[src/rtl/fp16_pkg.sv]
`default_nettype none
// ============================================================================
//  Module  : fp16_pkg
//  Brief   : Shared half-precision types and pipeline tag definition for the
//            shared-adder arbiter.
//  Revision: 1.0  initial release
// ============================================================================
package fp16_pkg;

  localparam int FP16_W        = 16;
  localparam int FP16_SIGN_BIT = 15;

  // Tag id is sized for the largest supported requester count (8); narrower
  // configurations zero-extend their requester index into it.
  localparam int TAG_IDW       = 3;

  typedef logic [FP16_W-1:0] fp16_t;

  typedef struct packed {
    logic               valid;
    logic [TAG_IDW-1:0] id;
  } tag_t;

endpackage
`default_nettype wire

[src/rtl/fp16_add_arbiter_if.sv]
`default_nettype none
// ============================================================================
//  Module  : fp16_add_arbiter_if
//  Brief   : Requester, adder and response bundle for fp16_add_arbiter.
//            "slave" is the arbiter side, "master" the surrounding datapath.
//  Revision: 1.0  initial release
// ============================================================================
interface fp16_add_arbiter_if #(
  parameter int NREQ = 4
);
  import fp16_pkg::*;

  logic [NREQ-1:0]        req_valid;
  logic [NREQ-1:0]        req_ready;
  logic [NREQ*FP16_W-1:0] req_a;
  logic [NREQ*FP16_W-1:0] req_b;
  logic [NREQ-1:0]        req_sub;
  fp16_t                  add_a;
  fp16_t                  add_b;
  fp16_t                  add_sum;
  logic [NREQ-1:0]        rsp_valid;
  fp16_t                  rsp_data;
  logic                   busy;

  modport master (
    output req_valid, req_a, req_b, req_sub, add_sum,
    input  req_ready, add_a, add_b, rsp_valid, rsp_data, busy
  );

  modport slave (
    input  req_valid, req_a, req_b, req_sub, add_sum,
    output req_ready, add_a, add_b, rsp_valid, rsp_data, busy
  );

endinterface
`default_nettype wire

[src/rtl/rr_arbiter.sv]
`default_nettype none
// ============================================================================
//  Module  : rr_arbiter
//  Brief   : Round-robin arbiter. Combinational one-hot grant scanning upward
//            from a rotating pointer; pointer advances past the winner only
//            when the grant is accepted.
//  Revision: 1.0  initial release
// ============================================================================
module rr_arbiter #(
  parameter int NREQ = 4,
  parameter int IDW  = 2
) (
  input  logic            clk,
  input  logic            rst,
  input  logic [NREQ-1:0] req,
  input  logic            accept,
  output logic [NREQ-1:0] gnt,
  output logic [IDW-1:0]  gnt_idx,
  output logic            gnt_any
);

  logic [IDW-1:0] r_ptr;
  logic [IDW:0]   w_pos;

  // First requesting index at or above the pointer, wrapping at NREQ
  always_comb begin
    gnt     = '0;
    gnt_idx = '0;
    gnt_any = 1'b0;
    w_pos   = '0;
    for (int k = 0; k < NREQ; k++) begin
      w_pos = {1'b0, r_ptr} + (IDW+1)'(k);
      if (w_pos >= (IDW+1)'(NREQ)) begin
        w_pos = w_pos - (IDW+1)'(NREQ);
      end
      if (!gnt_any && req[w_pos[IDW-1:0]]) begin
        gnt_any = 1'b1;
        gnt_idx = w_pos[IDW-1:0];
      end
    end
    if (gnt_any) begin
      gnt[gnt_idx] = 1'b1;
    end
  end

  // Move the pointer just past the accepted winner so it gets lowest priority
  always_ff @(posedge clk or posedge rst) begin
    if (rst) begin
      r_ptr <= '0;
    end else if (accept && gnt_any) begin
      r_ptr <= (gnt_idx == IDW'(NREQ-1)) ? '0 : gnt_idx + IDW'(1);
    end
  end

endmodule
`default_nettype wire

[src/rtl/fp16_add_arbiter.sv]
`default_nettype none
// ============================================================================
//  Module  : fp16_add_arbiter
//  Brief   : Shares one pipelined fp16 adder among NREQ requesters. Issues at
//            most one op per cycle, tags each op with its requester id through
//            the adder latency, routes the sum back, and limits in-flight ops
//            per requester with credit counters.
//  Revision: 1.0  initial release
// ============================================================================
module fp16_add_arbiter
  import fp16_pkg::*;
#(
  parameter int NREQ    = 4,
  parameter int ADD_LAT = 3,
  parameter int MAX_OUT = 2,
  parameter int IDW     = 2
) (
  input logic               clk,
  input logic               rst,
  fp16_add_arbiter_if.slave bus
);

  localparam int CW = $clog2(MAX_OUT + 1);

  if (IDW != $clog2(NREQ) || IDW > TAG_IDW || MAX_OUT < 1 || MAX_OUT > ADD_LAT + 1)
  begin : g_param_check
    $error("fp16_add_arbiter: unsupported parameter combination");
  end

  fp16_t [NREQ-1:0]  w_a_arr;
  fp16_t [NREQ-1:0]  w_b_arr;
  logic  [NREQ-1:0]  w_elig;
  logic  [NREQ-1:0]  w_gnt;
  logic  [NREQ-1:0]  w_hs;
  logic  [IDW-1:0]   w_gnt_idx;
  logic              w_gnt_any;
  tag_t              w_tag_new;
  tag_t              w_tag_out;
  logic              w_busy;

  logic  [CW-1:0]    r_credit [NREQ];
  tag_t  [ADD_LAT:0] r_tag;
  fp16_t             r_add_a;
  fp16_t             r_add_b;
  logic  [NREQ-1:0]  r_rsp_valid;
  fp16_t             r_rsp_data;

  assign w_a_arr = bus.req_a;
  assign w_b_arr = bus.req_b;

  // A requester may compete only while it has credit left; nothing wins in reset
  for (genvar i = 0; i < NREQ; i++) begin : g_elig
    assign w_elig[i] = bus.req_valid[i] && (r_credit[i] < CW'(MAX_OUT)) && !rst;
  end

  rr_arbiter #(
    .NREQ (NREQ),
    .IDW  (IDW)
  ) u_rr (
    .clk     (clk),
    .rst     (rst),
    .req     (w_elig),
    .accept  (w_gnt_any),
    .gnt     (w_gnt),
    .gnt_idx (w_gnt_idx),
    .gnt_any (w_gnt_any)
  );

  assign bus.req_ready = w_gnt;
  assign w_hs          = w_gnt & bus.req_valid;
  assign w_tag_new     = tag_t'({w_gnt_any, TAG_IDW'(w_gnt_idx)});
  assign w_tag_out     = r_tag[ADD_LAT];

  // Capture the winner's operands; subtraction is an add with B's sign flipped
  always_ff @(posedge clk or posedge rst) begin
    if (rst) begin
      r_add_a <= '0;
      r_add_b <= '0;
    end else if (w_gnt_any) begin
      r_add_a <= w_a_arr[w_gnt_idx];
      r_add_b <= w_b_arr[w_gnt_idx] ^ {bus.req_sub[w_gnt_idx], {FP16_SIGN_BIT{1'b0}}};
    end
  end

  // Requester tags ride alongside the adder so each sum knows its owner
  always_ff @(posedge clk or posedge rst) begin
    if (rst) begin
      r_tag <= '0;
    end else begin
      r_tag <= {r_tag[ADD_LAT-1:0], w_tag_new};
    end
  end

  // Register the emerging sum and strobe its owner for one cycle
  always_ff @(posedge clk or posedge rst) begin
    if (rst) begin
      r_rsp_valid <= '0;
      r_rsp_data  <= '0;
    end else begin
      r_rsp_valid <= w_tag_out.valid ? (NREQ'(1) << w_tag_out.id) : '0;
      if (w_tag_out.valid) begin
        r_rsp_data <= bus.add_sum;
      end
    end
  end

  for (genvar i = 0; i < NREQ; i++) begin : g_credit
    // Count ops issued but not yet returned; issue and return together cancel
    always_ff @(posedge clk or posedge rst) begin
      if (rst) begin
        r_credit[i] <= '0;
      end else begin
        case ({w_hs[i], r_rsp_valid[i]})
          2'b10:   r_credit[i] <= r_credit[i] + CW'(1);
          2'b01:   r_credit[i] <= r_credit[i] - CW'(1);
          default: r_credit[i] <= r_credit[i];
        endcase
      end
    end

    a_credit_max : assert property (@(posedge clk) disable iff (rst)
      r_credit[i] <= CW'(MAX_OUT));
    a_credit_min : assert property (@(posedge clk) disable iff (rst)
      !(r_credit[i] == '0 && r_rsp_valid[i] && !w_hs[i]));
  end

  // Busy while any tag is in the pipe or any requester is still owed a result
  always_comb begin
    w_busy = 1'b0;
    for (int k = 0; k <= ADD_LAT; k++) begin
      w_busy = w_busy | r_tag[k].valid;
    end
    for (int i = 0; i < NREQ; i++) begin
      w_busy = w_busy | (r_credit[i] != '0);
    end
  end

  assign bus.add_a     = r_add_a;
  assign bus.add_b     = r_add_b;
  assign bus.rsp_valid = r_rsp_valid;
  assign bus.rsp_data  = r_rsp_data;
  assign bus.busy      = w_busy;

endmodule
`default_nettype wire

[src/flat_wrapper.sv]
// flat-port wrapper written by rule: the top's interface ports become plain ports
module fp16_add_arbiter_flat import fp16_pkg::*;
#(
  parameter int NREQ    = 4,
  parameter int ADD_LAT = 3,
  parameter int MAX_OUT = 2,
  parameter int IDW     = 2
)
  (clk, rst, bus_req_valid, bus_req_a, bus_req_b, bus_req_sub, bus_add_sum, bus_req_ready, bus_add_a, bus_add_b, bus_rsp_valid, bus_rsp_data, bus_busy);
  fp16_add_arbiter_if #(.NREQ(NREQ)) bus_i ();
  input logic clk;
  input logic rst;
  input wire logic [$bits(bus_i.req_valid)-1:0] bus_req_valid;
  input wire logic [$bits(bus_i.req_a)-1:0] bus_req_a;
  input wire logic [$bits(bus_i.req_b)-1:0] bus_req_b;
  input wire logic [$bits(bus_i.req_sub)-1:0] bus_req_sub;
  input wire logic [$bits(bus_i.add_sum)-1:0] bus_add_sum;
  output wire logic [$bits(bus_i.req_ready)-1:0] bus_req_ready;
  output wire logic [$bits(bus_i.add_a)-1:0] bus_add_a;
  output wire logic [$bits(bus_i.add_b)-1:0] bus_add_b;
  output wire logic [$bits(bus_i.rsp_valid)-1:0] bus_rsp_valid;
  output wire logic [$bits(bus_i.rsp_data)-1:0] bus_rsp_data;
  output wire logic [$bits(bus_i.busy)-1:0] bus_busy;
  assign bus_i.req_valid = bus_req_valid;
  assign bus_i.req_a = bus_req_a;
  assign bus_i.req_b = bus_req_b;
  assign bus_i.req_sub = bus_req_sub;
  assign bus_i.add_sum = bus_add_sum;
  assign bus_req_ready = bus_i.req_ready;
  assign bus_add_a = bus_i.add_a;
  assign bus_add_b = bus_i.add_b;
  assign bus_rsp_valid = bus_i.rsp_valid;
  assign bus_rsp_data = bus_i.rsp_data;
  assign bus_busy = bus_i.busy;
  fp16_add_arbiter #(.NREQ(NREQ), .ADD_LAT(ADD_LAT), .MAX_OUT(MAX_OUT), .IDW(IDW)) u_core (.clk(clk), .rst(rst), .bus(bus_i));
endmodule
[config.mk]
export PLATFORM = sky130hd
export DESIGN_NAME = fp16_add_arbiter_flat
export DESIGN_NICKNAME = d
export VERILOG_FILES = /design/src/rtl/fp16_pkg.sv /design/src/rtl/fp16_add_arbiter_if.sv /design/src/rtl/rr_arbiter.sv /design/src/rtl/fp16_add_arbiter.sv /design/src/flat_wrapper.sv
export SDC_FILE = /design/constraint.sdc
export NUM_CORES = 1
export LEC_CHECK = 0
export CELL_PAD_IN_SITES_DETAIL_PLACEMENT = 0
export CELL_PAD_IN_SITES_GLOBAL_PLACEMENT = 1
export CORE_MARGIN = 2
export CORE_UTILIZATION = 28
export CTS_BUF_LIST = sky130_fd_sc_hd__clkbuf_8
export CTS_CLUSTER_SIZE = 12
export DETAILED_ROUTE_END_ITERATION = 8
export PLACE_DENSITY = 0.74
export SYNTH_ARGS = -nofsm -noshare
export SYNTH_HDL_FRONTEND = slang
export SYNTH_HIERARCHICAL = 1
export SYNTH_SLANG_ARGS = --single-unit
[constraint.sdc]
create_clock -name clk -period 2.3 [get_ports clk]
set_input_delay 0.345 -clock clk [delete_from_list [all_inputs] [get_ports clk]]
set_output_delay 0.345 -clock clk [all_outputs]
set_load 0.02 [all_outputs]
==> out/results.ini, run 1 <==
[placed_design]
place_congestion = 0.772
dpl.cell_count = 642
dp_hpwl_um = 8120
io_buffers = 210
dpl-instance-area_mm2 = 0.00632
dpl_worst_slack_ns = -0.791

[critical_path]
cp.required_ns = 1.96
arrival_ns = 2.10
critPathMaxFanout = 3
reg2reg_slack_ns = -0.13
worst-r2r-cell-count = 7
rr_startpoint = u_core/r_credit[5]
crit_type = flop to primary output
worst_path_max_delay_cell = dfrtp_1
slowest_delay_ns = 0.41
r2r-end = u_core/bus.add_b[12]
end_kind = primary output
critPathLaunchType = flop
cp_cell_sequence = nor3b_4 -> nor2_2 -> buf_4 -> or3_4 -> ha_2 -> and2_4 -> buf_6

[synth]
synth_cells = 241
synth_nets = 403
yosysTopAreaCellShare_pct = 47.7
synth_top_area_cell = dfrtp_1
yosys_warnings = 6
synthTopCellsByArea = dfrtp_1, mux4_2, mux2_4
yosysSeqAreaShare_pct = 47.7
synth.cell_area_mm2 = 0.00388
synth-seq-cells = 74
avgSynthCellArea_um2 = 16.1
synth_cell_type_count = 34

[final_layout]
area_growth_pct = 78.3
regArea_mm2 = 0.00185
fillers = 1201
final_nets = 644
fin_area_mm2 = 0.00691
final_util_pct = 50.4
drive_gt1_share_pct = 34.7
n_antenna_cell = 0
multi_input_area_mm2 = 0.00211
stdcell_count = 667

[clock_tree]
cts_made_buffers = 9
clkLatencyLatePin_ns = 0.34
clockBufferDepth = 2
cts_max_level = 3
path_clk_slew_ns = 0.08
cts.root.buffer_cell = clkbuf_8
cts_sinks = 74
cts_tree = yes

[sta]
tightest_slew_ns = 0.503
fin_crit_sh_pct = 106
period_needed_ns = 2.44
max_slew_margin_pct = 66.5
rsz0062_at_grt = yes
whs_ns = 0.0816
finalClockSkew_ns = 0.0103
drv_slew = 0
layout_setup_ws_ns = -0.141
setup_viol = 40
hold_viol_final = 0
fmaxAchievable_ghz = 0.410

[global_routing]
grt_usage_pct = 14.9
grt_start_max_net_pins = 73
gr-total-overflow = 0
grt_pass1_vias = 3380
grt_pass1_wl_um = 16800
antenna_found_initial = 0

[drt]
wl_met1_um = 4000
drtIter0Drc = 76
vias_per_cell = 4.52
dr.pass1.iters = 4
dr_wl_met2_um = 5760
num_vias = 3018
wirelength_um = 10900
wl_met3_um = 920
dr.max_layer_used = met4
wl_per_cell_um = 16.3
postRouteAntennaNets = 0
drcViolationCount = 0

[floorplan]
die_x_um = 122
ioPinCount = 211
die_y_um = 122
core_area_mm2 = 0.0137
core.rowCount = 43
initial_core_util_pct = 28.3
dieArea_mm2 = 0.0148

[worst_hold_path]
hold_class = input port to async pin

[power_and_ir_drop]
vdd_ir_drop_max_mv = 0.345
p_per_area_mw_per_mm2 = 1140
power_leakage_nw = 2.84

[flow_run]
maxCapViolCount = 0

[outcome]
violations = negative setup slack
status = finished with violations

layer usage:
metal	track usage (%)	vias to the layer above
met5	0	-
met4	5.53	0
met3	4.17	13
met2	26.8	140
met1	16.7	1478
li1	-	1387
cell type report:
type | instances | area share [%]
flip-flops and latches | 74 | 26.8
well taps | 180 | 3.26
clock inverters | 6 | 1.99
multi-input cells | 149 | 30.5
inverters | 3 | 0.181
clock buffers | 10 | 1.99
repair buffers | 245 | 35.3
synthesized netlist by cell type, drive strengths merged:
master	number
o31a	1
dfrtp	74
a21oi	4
mux2	48
or3	1
nor3	1
nor3b	5
o22ai	2
nand2b	1
clkbuf	4
nor2	8
xnor2	12
and2	4
xor2	4
nand3	1
o21a	1
and3	1
mux2i	1
buf	11
or4	1
a21o	1
inv	3
nand2	7
nor4	3
o22a	1
ha	8
and3b	1
mux4	32
worst max-delay path, delay by kind of cell (launching register included):
kind,cells,cell delay (ns)
and+or+nand+nor,4,0.90
adders and majority gates,1,0.19
buffers and inverters,2,0.26
DFF,1,0.41
sequential cells by signal (all words and copies together), names as in the netlist:
name	count
u_core/bus.add_a	16
u_core/bus.add_b	16
u_core/bus.rsp_data	16
u_core/bus.rsp_valid	4
u_core/r_credit	8
u_core/r_tag	12
u_core/u_rr/r_ptr	2
power breakdown:
group / switching (mW) / internal, mW
registers: 0.400 / 1.90
logic: 1.72 / 2.52
clock network: 0.491 / 0.864
cell families after synthesis:
family                     share of synthesized area (%)
AOI/OAI and AO/OA                                   1.68
DFF                                                 47.7
adders and majority gates                           2.58
and+or+nand+nor                                     5.03
buffers and inverters                               3.58
xor gates and xnor gates                            3.61
muxes                                               35.8
what timing repair did:
item / 4_1_cts / 5_1_grt
hold buffers: 0 / 0
resized for setup: 78 / 11
buffers inserted: 9 / 0
endpoints found under the hold margin: 0 / 0
pin swaps: 17 / 15
gates cloned: 1 / 0
setup endpoints to repair: 44 / 44
how the worst max path moves through the flow:
stage	from	end	slack, ns	depth (start not counted)
floorplan	u_core/r_credit[1]	u_core/bus.add_b[11]	0.03	7
detailed placement	rst	bus_req_ready[2]	-0.79	8
global placement	rst	u_core/bus.add_b[12]	-0.75	10
global route	u_core/r_credit[7]	u_core/r_credit[5]	-0.25	12
CTS	u_core/r_credit[5]	bus_req_ready[3]	-0.12	9
finish	u_core/r_credit[1]	bus_req_ready[2]	-0.14	7
cells in the final DEF, fill, tap and decap left out, drive strengths merged, types with 5 or more instances in the layout:
| cell type | Yosys | final |
|---|---|---|
| xnor2 | 12 | 12 |
| mux2 | 48 | 48 |
| nor2 | 8 | 8 |
| buf | 11 | 40 |
| nor3b | 5 | 5 |
| nand2 | 7 | 7 |
| clkbuf | 4 | 10 |
| ha | 8 | 8 |
| clkdlybuf4s50 | 0 | 200 |
| dfrtp | 74 | 74 |
| mux4 | 32 | 32 |
stage by stage:
stage	TNS (ns)	total power, mW
after floorplan	0	4.58
after global placement	-29.42	6.18
after detailed placement	-31.15	6.23
after CTS	-3.08	7.92
after global routing	-8.24	8.35
final	-4.09	7.89
No activity file was read; power rests on OpenSTA's default activity.
==> inputs of run 2 (changes only) <==
Settings changed: CELL_PAD_IN_SITES_DETAIL_PLACEMENT 0 to 1.
==> out/results.ini, run 2 (same netlist as run 1, synthesis figures left out) <==
[floorplan]
ioPinCount = 211
dieArea_mm2 = 0.0148
die_y_um = 122
die_x_um = 122
core.rowCount = 43
initial_core_util_pct = 28.3
core_area_mm2 = 0.0137

[critical_path]
cp.required_ns = 1.96
r2r-end = u_core/bus.add_a[13]
rr_startpoint = u_core/r_credit[1]
worst-r2r-cell-count = 8
crit_start = u_core/r_credit[1]
crit_type = flop to primary output
cp_top_family = simple AND/OR/NAND/NOR gates
crit_buf_inv = 2
arrival_ns = 2.15
worst_path_max_delay_cell = dfrtp_1
critPathLaunchType = flop
end_kind = primary output
cp.depth = 7
slowest_delay_ns = 0.43
critPathMaxFanout = 3
reg2reg_slack_ns = -0.18
cp_cell_sequence = nor3b_4 -> nor2_2 -> buf_4 -> or3_4 -> ha_2 -> and2_4 -> buf_6
endpoint = bus_req_ready[0]

[sta]
setup_viol = 40
layout_setup_ws_ns = -0.199
tightest_slew_ns = 0.501
drv_slew = 0
rsz0062_at_grt = yes
period_needed_ns = 2.50
fmaxAchievable_ghz = 0.400
setup-tns-final_ns = -5.34
fin_crit_sh_pct = 109
finalClockSkew_ns = 0.00943
max_slew_margin_pct = 66.6
hold_viol_final = 0

[final_layout]
layout_commonest_cell = clkdlybuf4s50_1
area_growth_pct = 78.7
stdcell_count = 673
final_util_pct = 50.5
final_nets = 650
final_cell_mix = clkdlybuf4s50_1, dfrtp_1, mux4_2
n_antenna_cell = 0
fin_area_mm2 = 0.00693
drive_gt1_share_pct = 36.5

[drt]
drtIter0Drc = 127
wl_per_cell_um = 18.4
drcViolationCount = 0
vias_per_cell = 4.57
postRouteAntennaNets = 0
wirelength_um = 12400
dr.pass1.iters = 4
num_vias = 3074

[clock_tree]
cts.root.buffer_cell = clkbuf_8
cts_hold_buffers = 0
cts_made_buffers = 9
cts_tree = yes
cts_sinks = 74
clkLatencyLatePin_ns = 0.37
clockBufferDepth = 2
path_clk_slew_ns = 0.08
cts_max_level = 3

[power_and_ir_drop]
vdd_ir_drop_max_mv = 0.313
power_leakage_nw = 2.84
p_per_area_mw_per_mm2 = 1120

[global_routing]
grt_start_max_net_pins = 73
grt_pass1_vias = 3571
antenna_found_initial = 0
grt_pass1_wl_um = 18800
gr-total-overflow = 0
grt_usage_pct = 17.1

[worst_hold_path]
hold_class = input port to async pin

[placed_design]
place_congestion = 0.772
dpl_worst_slack_ns = -0.849
dpl-instance-area_mm2 = 0.00632
dp_hpwl_um = 8900
io_buffers = 210
dpl.cell_count = 642

[outcome]
status = finished with violations
violations = negative setup slack

[flow_run]
maxCapViolCount = 0

==> run 2: cell types whose count changed in the layout (fill, tap and decap cells not counted), sizes merged <==
cell | before | now
buf | 40 | 44
clkdlybuf4s15 | 0 | 1
dlymetal6s2s | 1 | 0
clkinvlp | 0 | 1
bufinv | 4 | 1
clkinv | 3 | 4
dlygate4sd2 | 4 | 5
clkbuf | 10 | 12
==> run 2: worst min-delay path by stage <==
stage,end,slack (ns),cells after the start
finish,u_core/u_rr/r_ptr[1],0.18,3
global placement,u_core/r_tag[5],0.33,0
global route,u_core/u_rr/r_ptr[1],0.17,3
floorplan,u_core/u_rr/r_ptr[0],0.09,1
detailed placement,u_core/r_tag[13],0.34,0
CTS,u_core/u_rr/r_ptr[0],0.16,3
==> run 2: per-stage QoR <==
stage	hold slack (ns)	total power [mW]
global route	0.174	8.21
detailed placement	0.336	6.27
CTS	0.155	7.72
finish	0.184	7.75
global placement	0.332	6.18
floorplan	0.0862	4.58
==> run 2: metal layers <==
metal	wire length [um]	vias up	GRT usage [%]	part of all wire [%]
li1	-	1391	-	-
met5	0	-	0	0
met3	988	11	5.99	8.0
met4	155	0	5.89	1.3
met2	6600	149	30.5	53
met1	4630	1523	18.8	37
==> run 2: tightest hold or removal path, cell delays in order <==
cell,delay (ns)
clkdlybuf4s15_2,0.26
buf_4,0.19
inv_1,0.10
==> run 2: layout make-up <==
cell class / instances / area (um2)
repair buffers: 251 / 2520
well taps: 180 / 225
clock buffers: 11 / 151
fillers: 1387 / 6790
inverters: 3 / 12.5
clock inverters: 5 / 52.6
flip-flops and latches: 74 / 1850
multi-input cells: 149 / 2120
==> run 2: power breakdown <==
group	switching (mW)	leakage, nW	internal [mW]
registers	0.411	0.880	1.90
logic	1.79	1.86	2.58
clock network	0.520	0.105	0.555
==> run 2: what timing repair did <==
| action | in CTS | in global routing |
|---|---|---|
| gates cloned | 1 | 1 |
| setup endpoints to repair | 44 | 44 |
| setup buffers | 11 | 3 |
| pin swaps | 17 | 17 |
| resized for setup | 81 | 13 |
==> inputs of run 3 (changes only) <==
==> constraint.sdc (replaced) <==
create_clock -name clk -period 2.3 [get_ports clk]
set_input_delay 0.345 -clock clk [delete_from_list [all_inputs] [get_ports clk]]
set_output_delay 0.345 -clock clk [all_outputs]
set_load 0.01 [all_outputs]
==> out/results.ini, run 3 (same netlist as run 1, synthesis figures left out) <==
[critical_path]
slowest_delay_ns = 0.42
crit_start = u_core/r_credit[1]
cp.required_ns = 1.96
crit_buf_inv = 2
critPathLaunchType = flop
cp_top_family = simple AND/OR/NAND/NOR gates
crit_type = flop to primary output
worst-r2r-cell-count = 9
critPathMaxFanout = 4
rr_startpoint = u_core/r_credit[1]
worst_path_max_delay_cell = dfrtp_1
cp_cell_sequence = nor3b_4 -> a21oi_2 -> buf_4 -> or3_4 -> ha_4 -> and2_4 -> buf_6
end_kind = primary output
cp.depth = 7
arrival_ns = 2.20

[power_and_ir_drop]
power.switching_mw = 2.40
p_per_area_mw_per_mm2 = 1080
share_comb_of_total_power_pct = 54.2
p_clk_share_pct = 15.4
power_leakage_nw = 2.88
sw_frac_of_total_pct = 31.5
finalPower_mw = 7.64
p_int_mw = 5.24
vdd_ir_drop_max_mv = 0.320
seq_power_share_pct = 30.4

[final_layout]
final_nets = 649
n_antenna_cell = 0
layout_commonest_cell = clkdlybuf4s50_1
area_growth_pct = 82.0
drive_gt1_share_pct = 37.0
final_cell_mix = clkdlybuf4s50_1, dfrtp_1, mux4_2

[sta]
finalClockSkew_ns = 0.0121
period_needed_ns = 2.54
rsz0062_at_grt = yes
max_slew_margin_pct = 69.4
layout_setup_ws_ns = -0.240
tightest_slew_ns = 0.459
setup_viol = 42
fmaxAchievable_ghz = 0.394
drv_slew = 0
fin_crit_sh_pct = 110
hold_viol_final = 0

[floorplan]
dieArea_mm2 = 0.0148
core_area_mm2 = 0.0137
die_y_um = 122
die_x_um = 122
core.rowCount = 43
initial_core_util_pct = 28.3
ioPinCount = 211

[drt]
postRouteAntennaNets = 0
drtIter0Drc = 61
wl_per_cell_um = 18.9
vias_per_cell = 4.63
num_vias = 3114
drcViolationCount = 0
wirelength_um = 12700
dr.pass1.iters = 4

[clock_tree]
cts_max_level = 3
cts_tree = yes
clkLatencyLatePin_ns = 0.34
path_clk_slew_ns = 0.08
cts_made_buffers = 9
cts.root.buffer_cell = clkbuf_8
cts_sinks = 74
clockBufferDepth = 2

[global_routing]
grt_pass1_wl_um = 19100
antenna_found_initial = 0
grt_usage_pct = 17.2
gr-total-overflow = 0
grt_start_max_net_pins = 26
grt_pass1_vias = 3551

[placed_design]
place_congestion = 0.745
dpl_worst_slack_ns = -0.861
io_buffers = 210
dp_hpwl_um = 9640

[outcome]
violations = negative setup slack
status = finished with violations

[worst_hold_path]
hold_class = input port to async pin

[flow_run]
maxCapViolCount = 0

## run 3: cell count changes in the layout (fill, tap and decap cells not counted), moves of 2 or more
cell / delta
buf_4: -4
clkinv_2: -3
ha_2: -3
buf_12: +2
ha_4: +2
## run 3: path summary, 6_finish.rpt
check | to | slack [ns]
worst min-delay path | u_core/u_rr/r_ptr[1] | 0.20
max in group asynchronous | u_core/bus.add_a[14] | 1.44
worst max-delay path | bus_req_ready[2] | -0.24
min in group clk | u_core/r_tag[13] | 0.35
worst max register to register | u_core/bus.add_a[11] | -0.22
worst min register to register | u_core/r_tag[13] | 0.35
## run 3: layout make-up
class / count / area [um2]
fill: 1377 / 6660
inverter: 3 / 12.5
timing repair buffer: 250 / 2560
sequential: 74 / 1850
clock inverter: 5 / 85.1
tap: 180 / 225
multi-input combinational: 149 / 2170
clock buffer: 11 / 151
## run 3: power by group through the flow
stage | Sequential, mW | Clock [mW] | Combinational, mW
after global routing | 2.41 | 1.28 | 4.41
after detailed placement | 2.30 | 0 | 3.62
after global placement | 2.27 | 0 | 3.53
after floorplan | 2.44 | 0 | 1.79
after CTS | 2.32 | 1.22 | 3.98
final | 2.33 | 1.18 | 4.14
## run 3: stage by stage
stage / utilization, % / setup TNS [ns] / hold slack [ns] / area [um2] / std cells
finish: 51.5 / -6.40 / 0.205 / 7060 / 672
global route: 51.5 / -10.09 / 0.200 / 7060 / 672
CTS: 50.3 / -4.35 / 0.164 / 6900 / 668
detailed placement: 46.0 / -34.93 / 0.336 / 6320 / 640
global placement: 46.0 / -28.15 / 0.332 / 6320 / 640
floorplan: - / 0 / 0.0862 / 3890 / 241
## run 3: repair_timing
action	4_1_cts	5_1_grt
setup buffers	11	2
gates resized for setup	84	16
endpoints found under the setup margin	45	44
pin swaps	21	11
hold buffers	0	0
gates cloned	1	2
## run 3: per-layer routing
metal | up-vias | track usage (%) | part of all wire, %
met5 | - | 0 | 0
met4 | 0 | 5.96 | 1.8
met3 | 16 | 5.43 | 8.2
met2 | 142 | 32.3 | 55
met1 | 1563 | 18.1 | 35
li1 | 1393 | - | -
## run 3: worst min-delay path, stage by stage
cell,delay (ns)
clkdlybuf4s15_2,0.28
buf_4,0.18
inv_1,0.08
